### src/rtl/shift_register_sipo_if.sv
// Bus between the serial-to-parallel collector and its neighbours:
// serial strobe/data in, completed word plus status out.
interface shift_register_sipo_if #(
  parameter int WORD_LENGTH = 4
) ();
  localparam int OUT_LENGTH = 2 * WORD_LENGTH;
  localparam int CNT_W      = $clog2(OUT_LENGTH) + 1;

  logic                  start;
  logic                  shift;
  logic                  data_in;
  logic [OUT_LENGTH-1:0] data_out;
  logic                  ready;
  logic                  busy;
  logic [CNT_W-1:0]      bit_count;

  modport master (
    output start, shift, data_in,
    input  data_out, ready, busy, bit_count
  );

  modport slave (
    input  start, shift, data_in,
    output data_out, ready, busy, bit_count
  );
endinterface

### src/rtl/shift_register_sipo.sv
// Serial-in parallel-out collector for the multiplier's 2*WORD_LENGTH-bit stream.
// Default is LSB first; define SIPO_MSB_FIRST_EN for MSB-first collection.
module shift_register_sipo #(
  parameter int WORD_LENGTH = 4
) (
  input  logic                  clk,
  input  logic                  reset,
  shift_register_sipo_if.slave  sif
);
  localparam int OUT_LENGTH = 2 * WORD_LENGTH;
  localparam int CNT_W      = $clog2(OUT_LENGTH) + 1;

  typedef enum logic [1:0] {
    S_IDLE    = 2'd0,
    S_COLLECT = 2'd1,
    S_DONE    = 2'd2
  } state_t;

  state_t                r_state;
  state_t                w_state_next;
  // The bit that would shift out of the far end is never used, so only
  // OUT_LENGTH-1 received bits are stored; the final bit goes straight out.
  logic [OUT_LENGTH-2:0] r_shreg;
  logic [OUT_LENGTH-2:0] w_shreg_next;
  logic [OUT_LENGTH-1:0] r_data_out;
  logic [OUT_LENGTH-1:0] w_data_out_next;
  logic [CNT_W-1:0]      r_bit_count;
  logic [CNT_W-1:0]      w_bit_count_next;
  logic [OUT_LENGTH-1:0] w_word;
  logic [OUT_LENGTH-2:0] w_shreg_shifted;
  logic                  w_last_bit;

`ifdef SIPO_MSB_FIRST_EN
  assign w_word          = {r_shreg, sif.data_in};
  assign w_shreg_shifted = w_word[OUT_LENGTH-2:0];
`else
  assign w_word          = {sif.data_in, r_shreg};
  assign w_shreg_shifted = w_word[OUT_LENGTH-1:1];
`endif

  assign w_last_bit = (r_bit_count == CNT_W'(OUT_LENGTH - 1));

  always_ff @(posedge clk) begin
    if (reset) begin
      r_state     <= S_IDLE;
      r_shreg     <= '0;
      r_data_out  <= '0;
      r_bit_count <= '0;
    end else begin
      r_state     <= w_state_next;
      r_shreg     <= w_shreg_next;
      r_data_out  <= w_data_out_next;
      r_bit_count <= w_bit_count_next;
    end
  end

  always_comb begin
    w_state_next     = r_state;
    w_shreg_next     = r_shreg;
    w_data_out_next  = r_data_out;
    w_bit_count_next = r_bit_count;

    case (r_state)
      S_IDLE: begin
        if (sif.start) begin
          w_state_next     = S_COLLECT;
          w_shreg_next     = '0;
          w_bit_count_next = '0;
        end
      end

      S_COLLECT: begin
        // start beats shift: a restart discards the bit on the same edge
        if (sif.start) begin
          w_shreg_next     = '0;
          w_bit_count_next = '0;
        end else if (sif.shift) begin
          w_shreg_next = w_shreg_shifted;
          if (w_last_bit) begin
            w_data_out_next  = w_word;
            w_bit_count_next = '0;
            w_state_next     = S_DONE;
          end else begin
            w_bit_count_next = r_bit_count + CNT_W'(1);
          end
        end
      end

      S_DONE: begin
        w_state_next = S_IDLE;
        if (sif.start) begin
          w_state_next     = S_COLLECT;
          w_shreg_next     = '0;
          w_bit_count_next = '0;
        end
      end

      default: begin
        w_state_next = S_IDLE;
      end
    endcase
  end

  assign sif.data_out  = r_data_out;
  assign sif.ready     = (r_state == S_DONE);
  assign sif.busy      = (r_state == S_COLLECT);
  assign sif.bit_count = r_bit_count;

endmodule
### src/flat_wrapper.sv
// flat-port wrapper written by rule: the top's interface ports become plain ports
module shift_register_sipo_flat 
#(
  parameter int WORD_LENGTH = 4
)
  (clk, reset, sif_start, sif_shift, sif_data_in, sif_data_out, sif_ready, sif_busy, sif_bit_count);
  shift_register_sipo_if #(.WORD_LENGTH(WORD_LENGTH)) sif_i ();
  input  logic clk;
  input  logic reset;
  input wire logic [$bits(sif_i.start)-1:0] sif_start;
  input wire logic [$bits(sif_i.shift)-1:0] sif_shift;
  input wire logic [$bits(sif_i.data_in)-1:0] sif_data_in;
  output wire logic [$bits(sif_i.data_out)-1:0] sif_data_out;
  output wire logic [$bits(sif_i.ready)-1:0] sif_ready;
  output wire logic [$bits(sif_i.busy)-1:0] sif_busy;
  output wire logic [$bits(sif_i.bit_count)-1:0] sif_bit_count;
  assign sif_i.start = sif_start;
  assign sif_i.shift = sif_shift;
  assign sif_i.data_in = sif_data_in;
  assign sif_data_out = sif_i.data_out;
  assign sif_ready = sif_i.ready;
  assign sif_busy = sif_i.busy;
  assign sif_bit_count = sif_i.bit_count;
  shift_register_sipo #(.WORD_LENGTH(WORD_LENGTH)) u_core (.clk(clk), .reset(reset), .sif(sif_i));
endmodule
### config.mk
export PLATFORM = sky130hd
export DESIGN_NAME = shift_register_sipo_flat
export DESIGN_NICKNAME = d
export VERILOG_FILES = /design/src/rtl/shift_register_sipo_if.sv /design/src/rtl/shift_register_sipo.sv /design/src/flat_wrapper.sv
export SDC_FILE = /design/constraint.sdc
export NUM_CORES = 1
export LEC_CHECK = 0
export CAP_MARGIN = 20
export CORE_MARGIN = 10
export CORE_UTILIZATION = 35
export DETAILED_ROUTE_END_ITERATION = 10
export PLACE_DENSITY = 0.56
export SYNTH_ARGS = -nofsm -noshare
export SYNTH_HDL_FRONTEND = slang
export SYNTH_SLANG_ARGS = --single-unit
### constraint.sdc
create_clock -name clk -period 3 [get_ports clk]
set_input_delay 0.6 -clock clk [delete_from_list [all_inputs] [get_ports clk]]
set_output_delay 0.6 -clock clk [all_outputs]
set_load 0.01 [all_outputs]
==> results of run 1 <==
-- cell type report --
class | instances | area share
clock buffers | 4 | 0.0226
repair buffers | 20 | 0.168
well taps | 30 | 0.0323
flip-flops and latches | 21 | 0.362
multi-input cells | 75 | 0.412
inverters | 1 | 0.00323
-- worst paths after layout --
path	cells after the start	end	slack [ns]	from
setup / recovery	2	sif_busy	0.85	u_core.r_state[0]
hold / removal	2	u_core.r_shreg[0]	0.47	u_core.r_shreg[1]
setup reg to reg	4	u_core.sif.data_out[1]	1.26	u_core.r_state[0]
hold reg to reg	2	u_core.r_shreg[0]	0.47	u_core.r_shreg[1]
-- cells in the final DEF, fill, tap and decap left out, types with 2 or more instances in the layout --
master,Yosys,routed
dfxtp_1,21,21
mux2i_1,9,9
o21ai_0,10,10
nand2_1,8,8
nand3b_1,3,3
nand3_1,3,3
nand4b_1,2,2
a21oi_1,11,11
buf_4,1,2
clkbuf_4,0,3
nand2b_1,16,16
nor2b_1,4,4
clkdlybuf4s50_1,0,18
-- sequential cells by signal (all words and copies together), names as in the netlist --
signal / cells
u_core.sif.data_out: 8
u_core.r_state: 2
u_core.sif.bit_count: 4
u_core.r_shreg: 7
-- worst register-to-register path: cells and delay by family (launching register included) --
family                 cells  cell delay (ns)
AND/OR/NAND/NOR            2             0.78
flip-flops                 1             0.48
multiplexers               1             0.25
buffers and inverters      1             0.16
-- report_power, final --
part,switching [mW],internal [mW]
registers,0.00266,0.280
logic,0.0141,0.0145
clock network,0.0782,0.0516
-- layer usage --
metal  track usage  share of wire  wire length, um
met1         0.101           0.45              887
met2         0.128           0.43              841
met3        0.0395           0.11              215
met4        0.0194         0.0072               14
met5             0              0                0
-- kinds of logic (layout without fill, tap and decap cells) --
| kind of cell | after synthesis | after routing | share of synthesized area |
|---|---|---|---|
| compound gates | 22 | 22 | 0.118 |
| fa+ha+maj | 1 | 1 | 0.0132 |
| buf+inv | 8 | 25 | 0.0515 |
| flops | 21 | 21 | 0.444 |
| mux | 9 | 9 | 0.0951 |
| simple gates | 43 | 43 | 0.279 |
==> flow_summary.json, run 1 <==
{
  "ys_seq_area_frac": 0.444,
  "cts.sink_count": 21,
  "slew_headroom": 0.589,
  "synthTopCellsByCount": "21 x dfxtp_1, 16 x nand2b_1, 11 x a21oi_1, 10 x o21ai_0, 9 x mux2i_1",
  "cts-buffers-inserted": 3,
  "critPathSlowestCell": "clkdlybuf4s50_1",
  "cts_max_level": 1,
  "skew_ns": 0.00153,
  "hold_class": "reg2reg",
  "dr.pass1.iters": 5,
  "cts_tree": "done",
  "overflow": 0,
  "max_freq_mhz": 465,
  "num_antenna_cells": 0,
  "syn-mean-instance-area_um2": 9.11,
  "seqCellArea_um2": 420,
  "syn_nets": 110,
  "post-place-ws_ns": 0.536,
  "worstMarginPinSlew_ns": 0.616,
  "crit_type": "reg2out",
  "area_delta_synth_final_pct": 22.6,
  "postLayoutSetupSlackWorst_ns": 0.852,
  "fin_hold_ws_ns": 0.475,
  "io_buffers": 18,
  "post_drt_wl_per_cell_um": 13.0,
  "endpoint_kind": "output pin",
  "cts_max_path_buffers": 2,
  "n_fill_cell": 271,
  "core_area_um2": 2520,
  "start_util": 0.375,
  "drt-total-wl_um": 1960,
  "timing.final.crit_share": 0.716,
  "yosys_register_bits": 21,
  "holdBufCountCts": 0,
  "synth_most_common_cell": "dfxtp_1",
  "antenna_found_initial": 0,
  "p_leak_nw": 0.380,
  "cts.repair.resized": 0,
  "ant_nets": 0,
  "outcome": "complete, no violations",
  "die_area_um2": 5190,
  "critPathTopFamily": "buffers and inverters",
  "grt.total_usage": 0.0828,
  "fin_nets": 128,
  "synth.top_cell.area_share": 0.444,
  "gp_congestion": 0.811,
  "drive_above_1_share": 0.0413,
  "crit_chain": "nor2b_1 > clkdlybuf4s50_1",
  "utilization": 0.460,
  "cp.required_ns": 2.40,
  "fin_crit_ns": 2.15,
  "slowest_delay_ns": 0.56,
  "finalHoldViolations": 0,
  "crit_fanout": 9,
  "dpl_cell_area_um2": 1130,
  "netlist_instances": 104,
  "drv_slew": 0,
  "route.detailed.drc": 0,
  "grt_first_pass_wirelength_um": 3630,
  "fin_cells": 151,
  "drv.max_cap_violation_count": 0,
  "rsz0062_at_grt": "false",
  "drt_iter0_markers": 29,
  "grt_max_degree": 18,
  "startpoint_type": "register",
  "synthArstFlopShare": 0,
  "total_power_uw": 441,
  "cts_root_buffer": "clkbuf_4",
  "die_width_um": 72.0,
  "ys.flop_type": "dfxtp_1",
  "ys_types": 23,
  "grt_pass1_vias": 790,
  "yosys_warnings": 0,
  "dpl.hpwl_um": 1410,
  "multi_input_area_um2": 478,
  "ir_drop_v": 0.000223,
  "via_count": 788,
  "powerDensity_nw_per_um2": 380,
  "synth_top_area_cell": "dfxtp_1",
  "clk_latency_ns": 0.29,
  "num_io_pins": 19,
  "setup_violations": 0,
  "synth_edf_count": 0,
  "die_y_um": 72.0,
  "num_rows": 18,
  "post_cts_buffers": 0,
  "final_area_um2": 1160,
  "crit_arrival_ns": 1.55,
  "viasPerCell": 5.22,
  "syn_area_um2": 947,
  "dp.cells": 147,
  "critical_path_buf_inv_count": 1,
  "clk_pin_slew_ns": 0.11,
  "synth_area_leaders": "dfxtp_1 44%, nand2b_1 11%, mux2i_1 9.5%",
  "tns_ns": 0
}
Power figures use the tool's default switching activity.
==> run 2, diff against run 1 <==
- clock period: 3 -> 2.2 ns (I/O delays scaled with it)
==> flow_summary.json, run 2 (synthesized netlist as in run 1, its figures left out) <==
{
  "num_rows": 18,
  "via_count": 761,
  "use_met1": 0.0997,
  "finalHoldViolations": 0,
  "reg2reg_from": "u_core.r_state[0]",
  "clk_latency_ns": 0.30,
  "dr.pass1.iters": 4,
  "skew_ns": 0.00383,
  "fin_nets": 131,
  "slowest_delay_ns": 0.56,
  "crit_fanout": 9,
  "powerDensity_nw_per_um2": 520,
  "use_met2": 0.115,
  "use_met3": 0.0408,
  "crit_type": "reg2out",
  "crit_arrival_ns": 1.56,
  "largest_reg_flops": 8,
  "final_common_cell": "dfxtp_1",
  "layout_common_cells": "21 x dfxtp_1, 18 x clkdlybuf4s50_1, 16 x nand2b_1, 11 x a21oi_1, 10 x o21ai_0",
  "cts_max_path_buffers": 2,
  "ir_drop_v": 0.000267,
  "drt_iter0_markers": 29,
  "r2r_cells": 4,
  "ant_nets": 0,
  "overflow": 0,
  "drv.max_cap_violation_count": 0,
  "num_io_pins": 19,
  "setup_violations": 0,
  "cts.repair.resized": 0,
  "slew_headroom": 0.747,
  "min_path_cells": 2,
  "cts_tree": "done",
  "drv_slew": 0,
  "route.detailed.drc": 0,
  "cts_max_level": 1,
  "start_util": 0.375,
  "utilization": 0.470,
  "gp_congestion": 0.788,
  "critPathSlowestCell": "clkdlybuf4s50_1",
  "viasPerCell": 4.94,
  "cts.sink_count": 21,
  "tns_ns": 0,
  "die_width_um": 72.0,
  "die_area_um2": 5190,
  "critPathLaunch": "u_core.r_state[0]",
  "cts_root_buffer": "clkbuf_4",
  "timing.final.crit_share": 0.910,
  "fin_crit_ns": 2.00,
  "core_area_um2": 2520,
  "cts-buffers-inserted": 3,
  "post_cts_buffers": 0,
  "dpl.hpwl_um": 1390,
  "crit_chain": "nor2b_1 > clkdlybuf4s50_1",
  "worstHoldStart": "u_core.r_shreg[0]",
  "endpoint_kind": "output pin",
  "drt-total-wl_um": 2000,
  "io_buffers": 18,
  "holdBufCountCts": 0,
  "grt.total_usage": 0.0797,
  "p_leak_nw": 0.398,
  "grt_max_degree": 20,
  "drive_above_1_share": 0.0726,
  "die_y_um": 72.0,
  "antenna_found_initial": 0,
  "startpoint_type": "register",
  "clk_pin_slew_ns": 0.12,
  "grt_pass1_vias": 776,
  "outcome": "complete, no violations",
  "hold_class": "reg2reg",
  "num_antenna_cells": 0,
  "max_freq_mhz": 499,
  "post_drt_wl_per_cell_um": 13.0,
  "cp.required_ns": 1.76,
  "rsz0062_at_grt": "false",
  "grt_first_pass_wirelength_um": 3490,
  "area_delta_synth_final_pct": 25.1,
  "grt.busiest_layer": "met2",
  "worstMarginPinSlew_ns": 0.379
}
run 2: layer usage:
layer	vias to the layer above	routed length, um	part of all wire
met5	-	0	0
met4	0	9	0.0045
met3	2	175	0.087
met2	14	827	0.41
met1	347	988	0.49
li1	398	-	-
run 2: final timing paths:
check | end | slack [ns]
max | sif_busy | 0.20
min reg2reg | u_core.sif.data_out[0] | 0.48
max reg2reg | u_core.sif.data_out[3] | 0.83
min | u_core.sif.data_out[0] | 0.48
run 2: report_power, final:
part / internal, mW / leakage [nW] / switching, mW
Combinational: 0.0225 / 0.210 / 0.0199
Clock: 0.0677 / 0.0177 / 0.120
Sequential: 0.382 / 0.169 / 0.00358
Total: 0.473 / 0.398 / 0.144
run 2: layout make-up:
class | instances | area (um2)
fill | 270 | 1340
sequential | 21 | 420
tap | 30 | 37.5
timing repair buffer | 23 | 218
clock buffer | 3 | 22.5
clock inverter | 1 | 5.00
multi-input combinational | 75 | 478
inverter | 1 | 3.75
run 2: metrics by stage:
stage          worst slack, ns  cell area (um2)  total power [mW]  std cells  hold WS (ns)
3_3_place_gp             0.329             1160             0.437        150         0.457
5_1_grt                 0.0782             1180             0.650        154         0.505
4_1_cts                  0.174             1180             0.625        154         0.480
3_5_place_dp             0.259             1160             0.437        150         0.462
2_1_floorplan            0.805              947             0.417        104         0.442
6_report                 0.198             1180             0.616        154         0.476
run 2: worst max-delay path, delay by kind of cell (launching register included):
kind          cells  cell delay, ns
buf+inv           1            0.56
flops             1            0.49
simple gates      1            0.21
